File: config.mk
export PLATFORM = sky130hd
export DESIGN_NAME = ntt_pass_sequencer_flat
export DESIGN_NICKNAME = d
export VERILOG_FILES = /design/src/rtl/ntt_pass_sequencer_if.sv /design/src/rtl/ntt_pass_sequencer.sv /design/src/flat_wrapper.sv
export SDC_FILE = /design/constraint.sdc
export NUM_CORES = 1
export LEC_CHECK = 0
export BUFFER_PORTS_ARGS = -buffer_cell sky130_fd_sc_hd__buf_4
export CAP_MARGIN = 0
export CORE_MARGIN = 2
export CORE_UTILIZATION = 38
export CTS_BUF_LIST = sky130_fd_sc_hd__clkbuf_4
export DETAILED_ROUTE_END_ITERATION = 10
export SETUP_SLACK_MARGIN = 0.5
export SLEW_MARGIN = 5
export SYNTH_ARGS = -nofsm -noshare
export SYNTH_HDL_FRONTEND = slang
export SYNTH_SLANG_ARGS = --single-unit
File: constraint.sdc
create_clock -name clk -period 3.2 [get_ports clk]
set_input_delay 0 -clock clk [delete_from_list [all_inputs] [get_ports clk]]
set_output_delay 0 -clock clk [all_outputs]
set_load 0.01 [all_outputs]
File: src/rtl/ntt_pass_sequencer_if.sv
// Bundle between the NTT pass sequencer and its surroundings: the command
// side (start/cmd/w_base/hold -> busy/done/cfg_err) plus the bank and
// butterfly-array control outputs. The sequencer takes the master modport,
// the command source / memory side takes the slave modport.
interface ntt_pass_sequencer_if #(
  parameter int LUT_SIZE = 1360,
  parameter int DEPTH    = 64,
  parameter int STAGES   = 7
);
  localparam int W_IDX_W = $clog2(LUT_SIZE);
  localparam int ADDR_W  = $clog2(DEPTH);
  localparam int PASS_W  = $clog2(STAGES + 1);

  logic               start;
  logic               cmd;
  logic               cmd_swap;
  logic [W_IDX_W-1:0] w_base;
  logic               hold;
  logic               busy;
  logic               done;
  logic               cfg_err;
  logic [PASS_W-1:0]  stage;
  logic               rd_en;
  logic [ADDR_W-1:0]  rd_addr;
  logic               mode;
  logic               swap;
  logic [W_IDX_W-1:0] w_idx;
  logic               wr_en;
  logic [ADDR_W-1:0]  wr_addr;

  modport master (
    input  start, cmd, cmd_swap, w_base, hold,
    output busy, done, cfg_err, stage, rd_en, rd_addr,
           mode, swap, w_idx, wr_en, wr_addr
  );

  modport slave (
    output start, cmd, cmd_swap, w_base, hold,
    input  busy, done, cfg_err, stage, rd_en, rd_addr,
           mode, swap, w_idx, wr_en, wr_addr
  );
endinterface

File: src/rtl/ntt_pass_sequencer.sv
// Sequences the butterfly array through a full transform: issues bank row
// reads, drives mode/swap/twiddle index one cycle after each read, and
// issues the matching write-back BF_LAT cycles later. Between passes it
// waits for the last write of the pass so the next pass never reads a row
// before it has been written back.
module ntt_pass_sequencer #(
  parameter int SIZE     = 128,
  parameter int LUT_SIZE = 1360,
  parameter int DEPTH    = 64,
  parameter int STAGES   = 7,
  parameter int BF_LAT   = 4
) (
  input logic                  clk,
  input logic                  reset,
  ntt_pass_sequencer_if.master bus
);
  localparam int W_IDX_W = $clog2(LUT_SIZE);
  localparam int ADDR_W  = $clog2(DEPTH);
  localparam int PASS_W  = $clog2(STAGES + 1);
  localparam int SUM_W   = W_IDX_W + $clog2(STAGES * DEPTH + 1);

  localparam logic [SUM_W-1:0]  NTT_SPAN = SUM_W'(STAGES * DEPTH);
  localparam logic [SUM_W-1:0]  MUL_SPAN = SUM_W'(DEPTH);
  localparam logic [SUM_W-1:0]  LUT_LIM  = SUM_W'(LUT_SIZE);
  localparam logic [ADDR_W-1:0] LAST_B   = ADDR_W'(DEPTH - 1);
  localparam logic [PASS_W-1:0] LAST_P   = PASS_W'(STAGES - 1);

  // Parameter sanity: a pass needs at least two beats and the array at
  // least one pipeline stage.
  if (DEPTH < 2 || BF_LAT < 1 || SIZE < 1) begin : g_param_check
    $error("ntt_pass_sequencer: DEPTH>=2, BF_LAT>=1, SIZE>=1 required");
  end

  typedef enum logic [1:0] {S_IDLE, S_ISSUE, S_DRAIN, S_DONE} state_t;

  state_t             state_q;
  logic               busy_q, done_q, cfg_err_q;
  logic [PASS_W-1:0]  p_q;
  logic [ADDR_W-1:0]  b_q;
  logic               rd_en_q;
  logic [ADDR_W-1:0]  rd_addr_q;
  logic               cmd_q, cswap_q;
  logic [W_IDX_W-1:0] w_cnt_q;
  logic               mode_q, swap_q;
  logic [W_IDX_W-1:0] w_idx_q;
  logic [BF_LAT:0]    wv_q;
  logic [ADDR_W-1:0]  wa_q [BF_LAT+1];

  logic [SUM_W-1:0]   cfg_span;
  logic               cfg_bad;
  logic [PASS_W-1:0]  last_pass;

  // Twiddle-range check for an incoming command, done at full width so the
  // sum never wraps.
  always_comb begin
    cfg_span = NTT_SPAN;
    if (bus.cmd) begin
      cfg_span = MUL_SPAN;
    end else begin
      cfg_span = NTT_SPAN;
    end
    cfg_bad = (SUM_W'(bus.w_base) + cfg_span) > LUT_LIM;
    if (cmd_q) begin
      last_pass = PASS_W'(0);
    end else begin
      last_pass = LAST_P;
    end
  end

  // Control FSM: command accept, read issue with hold, pass drain, done.
  // w_cnt_q advances once per issued beat, one cycle behind the read, so it
  // always holds w_base + p*DEPTH + b for the next beat to reach the array.
  always_ff @(posedge clk or posedge reset) begin
    if (reset) begin
      state_q   <= S_IDLE;
      busy_q    <= 1'b0;
      done_q    <= 1'b0;
      cfg_err_q <= 1'b0;
      p_q       <= '0;
      b_q       <= '0;
      rd_en_q   <= 1'b0;
      rd_addr_q <= '0;
      cmd_q     <= 1'b0;
      cswap_q   <= 1'b0;
      w_cnt_q   <= '0;
    end else begin
      done_q    <= 1'b0;
      cfg_err_q <= 1'b0;
      rd_en_q   <= 1'b0;
      if (rd_en_q) begin
        w_cnt_q <= w_cnt_q + W_IDX_W'(1);
      end
      case (state_q)
        S_IDLE: begin
          if (bus.start) begin
            if (cfg_bad) begin
              cfg_err_q <= 1'b1;
            end else begin
              cmd_q   <= bus.cmd;
              cswap_q <= bus.cmd_swap;
              w_cnt_q <= bus.w_base;
              b_q     <= '0;
              p_q     <= '0;
              busy_q  <= 1'b1;
              state_q <= S_ISSUE;
            end
          end
        end
        S_ISSUE: begin
          if (!bus.hold) begin
            rd_en_q   <= 1'b1;
            rd_addr_q <= b_q;
            if (b_q == LAST_B) begin
              b_q     <= '0;
              state_q <= S_DRAIN;
            end else begin
              b_q <= b_q + ADDR_W'(1);
            end
          end
        end
        S_DRAIN: begin
          if (wv_q[BF_LAT] && (wa_q[BF_LAT] == LAST_B)) begin
            if (p_q == last_pass) begin
              p_q     <= '0;
              busy_q  <= 1'b0;
              done_q  <= 1'b1;
              state_q <= S_DONE;
            end else begin
              p_q     <= p_q + PASS_W'(1);
              b_q     <= '0;
              state_q <= S_ISSUE;
            end
          end
        end
        S_DONE: begin
          state_q <= S_IDLE;
        end
        default: begin
          state_q <= S_IDLE;
        end
      endcase
    end
  end

  // Array-side controls for the beat whose bank data arrives this cycle.
  always_ff @(posedge clk or posedge reset) begin
    if (reset) begin
      mode_q  <= 1'b0;
      swap_q  <= 1'b0;
      w_idx_q <= '0;
    end else if (rd_en_q) begin
      mode_q  <= cmd_q;
      swap_q  <= cmd_q & cswap_q;
      w_idx_q <= w_cnt_q;
    end
  end

  // Fixed-length write-back pipeline; deliberately blind to hold so that
  // beats already in flight always complete.
  always_ff @(posedge clk or posedge reset) begin
    if (reset) begin
      wv_q <= '0;
      for (int k = 0; k <= BF_LAT; k++) begin
        wa_q[k] <= '0;
      end
    end else begin
      wv_q    <= {wv_q[BF_LAT-1:0], rd_en_q};
      wa_q[0] <= rd_addr_q;
      for (int k = 1; k <= BF_LAT; k++) begin
        wa_q[k] <= wa_q[k-1];
      end
    end
  end

  assign bus.busy    = busy_q;
  assign bus.done    = done_q;
  assign bus.cfg_err = cfg_err_q;
  assign bus.stage   = p_q;
  assign bus.rd_en   = rd_en_q;
  assign bus.rd_addr = rd_addr_q;
  assign bus.mode    = mode_q;
  assign bus.swap    = swap_q;
  assign bus.w_idx   = w_idx_q;
  assign bus.wr_en   = wv_q[BF_LAT];
  assign bus.wr_addr = wa_q[BF_LAT];
endmodule
File: src/flat_wrapper.sv
// flat-port wrapper written by rule: the top's interface ports become plain ports
module ntt_pass_sequencer_flat 
#(
  parameter int SIZE     = 128,
  parameter int LUT_SIZE = 1360,
  parameter int DEPTH    = 64,
  parameter int STAGES   = 7,
  parameter int BF_LAT   = 4
)
  (clk, reset, bus_start, bus_cmd, bus_cmd_swap, bus_w_base, bus_hold, bus_busy, bus_done, bus_cfg_err, bus_stage, bus_rd_en, bus_rd_addr, bus_mode, bus_swap, bus_w_idx, bus_wr_en, bus_wr_addr);
  ntt_pass_sequencer_if #(.LUT_SIZE(LUT_SIZE), .DEPTH(DEPTH), .STAGES(STAGES)) bus_i ();
  input logic clk;
  input logic reset;
  input wire logic [$bits(bus_i.start)-1:0] bus_start;
  input wire logic [$bits(bus_i.cmd)-1:0] bus_cmd;
  input wire logic [$bits(bus_i.cmd_swap)-1:0] bus_cmd_swap;
  input wire logic [$bits(bus_i.w_base)-1:0] bus_w_base;
  input wire logic [$bits(bus_i.hold)-1:0] bus_hold;
  output wire logic [$bits(bus_i.busy)-1:0] bus_busy;
  output wire logic [$bits(bus_i.done)-1:0] bus_done;
  output wire logic [$bits(bus_i.cfg_err)-1:0] bus_cfg_err;
  output wire logic [$bits(bus_i.stage)-1:0] bus_stage;
  output wire logic [$bits(bus_i.rd_en)-1:0] bus_rd_en;
  output wire logic [$bits(bus_i.rd_addr)-1:0] bus_rd_addr;
  output wire logic [$bits(bus_i.mode)-1:0] bus_mode;
  output wire logic [$bits(bus_i.swap)-1:0] bus_swap;
  output wire logic [$bits(bus_i.w_idx)-1:0] bus_w_idx;
  output wire logic [$bits(bus_i.wr_en)-1:0] bus_wr_en;
  output wire logic [$bits(bus_i.wr_addr)-1:0] bus_wr_addr;
  assign bus_i.start = bus_start;
  assign bus_i.cmd = bus_cmd;
  assign bus_i.cmd_swap = bus_cmd_swap;
  assign bus_i.w_base = bus_w_base;
  assign bus_i.hold = bus_hold;
  assign bus_busy = bus_i.busy;
  assign bus_done = bus_i.done;
  assign bus_cfg_err = bus_i.cfg_err;
  assign bus_stage = bus_i.stage;
  assign bus_rd_en = bus_i.rd_en;
  assign bus_rd_addr = bus_i.rd_addr;
  assign bus_mode = bus_i.mode;
  assign bus_swap = bus_i.swap;
  assign bus_w_idx = bus_i.w_idx;
  assign bus_wr_en = bus_i.wr_en;
  assign bus_wr_addr = bus_i.wr_addr;
  ntt_pass_sequencer #(.SIZE(SIZE), .LUT_SIZE(LUT_SIZE), .DEPTH(DEPTH), .STAGES(STAGES), .BF_LAT(BF_LAT)) u_core (.clk(clk), .reset(reset), .bus(bus_i));
endmodule
==> summary.md <==
| Metric | Value |
|---|---|
| Status | `finished clean` |
| Vias in the first global route | `2100` |
| Starting density of the core | `39.5%` |
| CTS max path bufs | `2` |
| Clock sink total | `slightly above 80` |
| H-tree depth reported by CTS | `3` |
| Worst skew pair latency | `approximately 0.45 ns` |
| Pwr dens | `roughly 830 nW/µm²` |
| Antenna viol nets, final | `0` |
| LEAKAGE | `1.85 nW` |
| Unrepaired setup endpoints after global routing | `false` |
| Synthesized Nets | `270` |
| Overall power | `~3.3 mW` |
| CP Data Arrival Time | `around 2.5 ns` |
| Port buffer count | `slightly below 50` |
| Area post-placement | `3730 µm²` |
| Cell count after synthesis | `~250` |
| Post-CTS setup buffer count | `0` |
| Final Critical Period | `~2.2 ns` |
| Total CTS buffers | `9` |
| Cell variety after synth | `40` |
| Avg Synthesized Cell Area | `between 10 and 15 µm²` |
| # rows | `33` |
| Fin. Hold Viols | `0` |
| Antenna violations before repair | `0` |
| Crit Path Category | `primary input to flop` |
| Clk_skew | `0.0201 ns` |
| Worst min path class | `primary input to asynchronous set/reset pin` |
| Setup crit end kind | `flop` |
| Dpl hpwl | `between 4000 and 5000 µm` |
| Die height | `96.9 µm` |
| Max Freq | `between 400 and 500 MHz` |
| Max transition margin | `44.6%` |
| Share of layout cells above drive strength 1 | `between 30% and 40%` |
| #FFs+latches synth | `a little over 80` |
| Layout overhead on the synthesized area | `22.7%` |
| Mapped Area | `between 3000 and 4000 µm²` |
| Worst slew pin tran | `between 0.8 and 0.9 ns` |
| CTS Root Cell | `clkbuf_4` |
| Final period util | `67.6%` |
| DR vias/cell | `between 4 and 5` |
| Drt pass-1 iters | `4` |
| Critical path startpoint category | `primary input` |
| Required time worst endpoint | `about 3.5 ns` |
| DRC | `0` |
| First-pass GRT wire length | `between 10000 and 15000 µm` |
| DIE WIDTH | `just under 100 µm` |
| Core Area | `8300 µm²` |
| Fillers | `roughly 750` |
| Hold-fix buffers, CTS | `16` |
| Post-route cell area | `4030 µm²` |
| Vias | `approximately 2000` |
| Nets | `338` |
| Ant diodes | `0` |
| Post-cts sizing count | `0` |
| Die area | `around 9400 µm²` |
| Final WL | `just over 6000 µm` |
| Drt wl/cell | `around 14 µm` |
| CTS tree | `done` |
| Highest net fanout along the worst path | `18` |
| Seq/Total Area, Yosys | `about 63%` |
| Yosys warns | `0` |
| Clk slew on worst S/H paths | `0.15 ns` |
| Largest net degree at the start of global routing | `50` |
| Peak supply drop | `0.259 mV` |
| Setup_tns | `0 ns` |
| Endpoints failing setup | `0` |
| GRT Total Usage | `14.1%` |
| Initial DRC Count | `79` |
| Fin. max-slew vios | `0` |
| # IOs | `50` |
| Overflow after GRT | `0` |
| Max Cap Viol | `0` |
| GP Congestion | `approximately 0.79` |
[power breakdown]
part | total, mW | leakage [nW] | switching, mW | internal (mW)
clock network | 0.583 | 0.0718 | 0.402 | 0.181
registers | 1.75 | 0.978 | 0.287 | 1.47
logic | 0.989 | 0.798 | 0.407 | 0.582
total | 3.33 | 1.85 | 1.10 | 2.23
[layer usage]
| layer | GRT usage (%) | part of all wire (%) |
|---|---|---|
| met5 | 0 | 0 |
| met2 | 21.0 | 48 |
| met4 | 6.18 | 1.8 |
| met1 | 19.6 | 47 |
| met3 | 3.40 | 3.5 |
[registers in the layout, indices dropped and copies added (netlist names), 2 cells and up]
name and flops:
u_core.b_q 6, u_core.bus.rd_addr 6, u_core.bus.stage 3, u_core.bus.w_idx 11
u_core.bus.wr_addr 6, u_core.state_q 2, u_core.w_cnt_q 11, u_core.wa_q 24
u_core.wv_q 5
[cells in the mapped netlist]
library cell / number / share of area (%)
a21oi_1: 8 / 1.2
nor4_1: 1 / 0.19
nor2_1: 8 / 0.92
a21o_1: 1 / 0.23
nor2b_1: 4 / 0.76
a31oi_1: 1 / 0.19
xor2_1: 4 / 1.1
nand3_1: 9 / 1.4
or2_2: 1 / 0.19
or4_1: 1 / 0.23
fa_1: 1 / 0.61
xnor2_1: 7 / 1.9
nand4bb_1: 1 / 0.34
buf_6: 1 / 0.34
inv_1: 11 / 1.3
or3b_2: 1 / 0.27
clkbuf_1: 4 / 0.46
ha_1: 6 / 2.3
nand2_1: 10 / 1.1
nor3_1: 5 / 0.76
a32o_1: 3 / 0.92
and3_1: 3 / 0.57
nand2_4: 1 / 0.34
a211o_1: 1 / 0.27
mux2_2: 25 / 8.6
o21a_1: 2 / 0.46
o21ai_0: 10 / 1.5
a211oi_1: 2 / 0.46
dfrtp_1: 82 / 63
or2b_1: 1 / 0.23
a31o_2: 2 / 0.53
mux2_4: 4 / 1.8
nand2b_1: 4 / 0.76
buf_4: 6 / 1.4
mux2i_1: 4 / 1.2
nand3b_1: 2 / 0.46
nand4b_1: 1 / 0.27
a211oi_2: 2 / 0.76
a22o_1: 1 / 0.27
nand4_1: 5 / 0.95
[metrics by stage]
step	hold slack, ns	setup WS, ns	std cells	utilization [%]
3_3_place_gp	0.192	1.18	392	45.0
2_1_floorplan	0.149	1.09	246	-
6_report	0.238	1.04	424	48.5
3_5_place_dp	0.201	1.11	392	45.0
5_1_grt	0.307	0.882	424	48.5
4_1_cts	0.253	1.04	424	48.5
[logic make-up after synthesis]
logic type	count (synthesis)	share of synthesized area, %
AO/OA/AOI/OAI	33	6.82
XOR/XNOR	11	2.94
adder cells (fa/ha/maj)	7	2.90
buffers and inverters	22	3.43
flip-flops	82	62.5
multiplexers	33	11.6
AND/OR/NAND/NOR	58	9.76
[layout make-up]
| class | count | area [µm²] | area share [%] |
|---|---|---|---|
| well taps | 105 | 131 | 3.26 |
| flip-flops and latches | 82 | 2050 | 51.0 |
| clock inverters | 7 | 65.1 | 1.62 |
| inverters | 11 | 42.5 | 1.06 |
| repair buffers | 68 | 551 | 13.7 |
| clock buffers | 9 | 67.6 | 1.68 |
| multi-input cells | 142 | 1120 | 27.8 |
[critical path, cell delays in order]
cell and delay [ns]:
dlygate4sd3_1 0.53, buf_4 0.11, inv_1 0.07, fa_1 0.48, xor2_1 0.16, a211oi_1 0.08
a211oi_2 0.44, nand2_4 0.26, mux2_4 0.36
[final timing paths]
check / slack (ns) / cells after the start / end / start
setup / recovery: 1.04 / 9 / u_core.w_cnt_q[5] / bus_w_base[6]
hold / removal: 0.24 / 3 / u_core.bus.w_idx[8] / reset
setup reg to reg: 1.20 / 5 / u_core.b_q[0] / u_core.bus.stage[1]
hold reg to reg: 0.36 / 0 / u_core.wa_q[9] / u_core.wa_q[15]
max in group asynchronous: 2.19 / 4 / u_core.wa_q[21] / reset
min in group clk: 0.34 / 3 / u_core.w_cnt_q[3] / bus_w_base[3]
[layout by cell type (no fill, tap or decap), types with 5 or more instances in the layout]
| cell | count |
|---|---|
| nor3_1 | 5 |
| mux2_2 | 25 |
| xnor2_1 | 7 |
| a21oi_1 | 8 |
| nand2_1 | 10 |
| clkbuf_4 | 9 |
| buf_4 | 52 |
| ha_1 | 6 |
| dlygate4sd3_1 | 16 |
| nand3_1 | 9 |
| dfrtp_1 | 82 |
| o21ai_0 | 10 |
| nor2_1 | 8 |
| inv_1 | 10 |
| nand4_1 | 5 |
(Power assumes the default switching activity.)
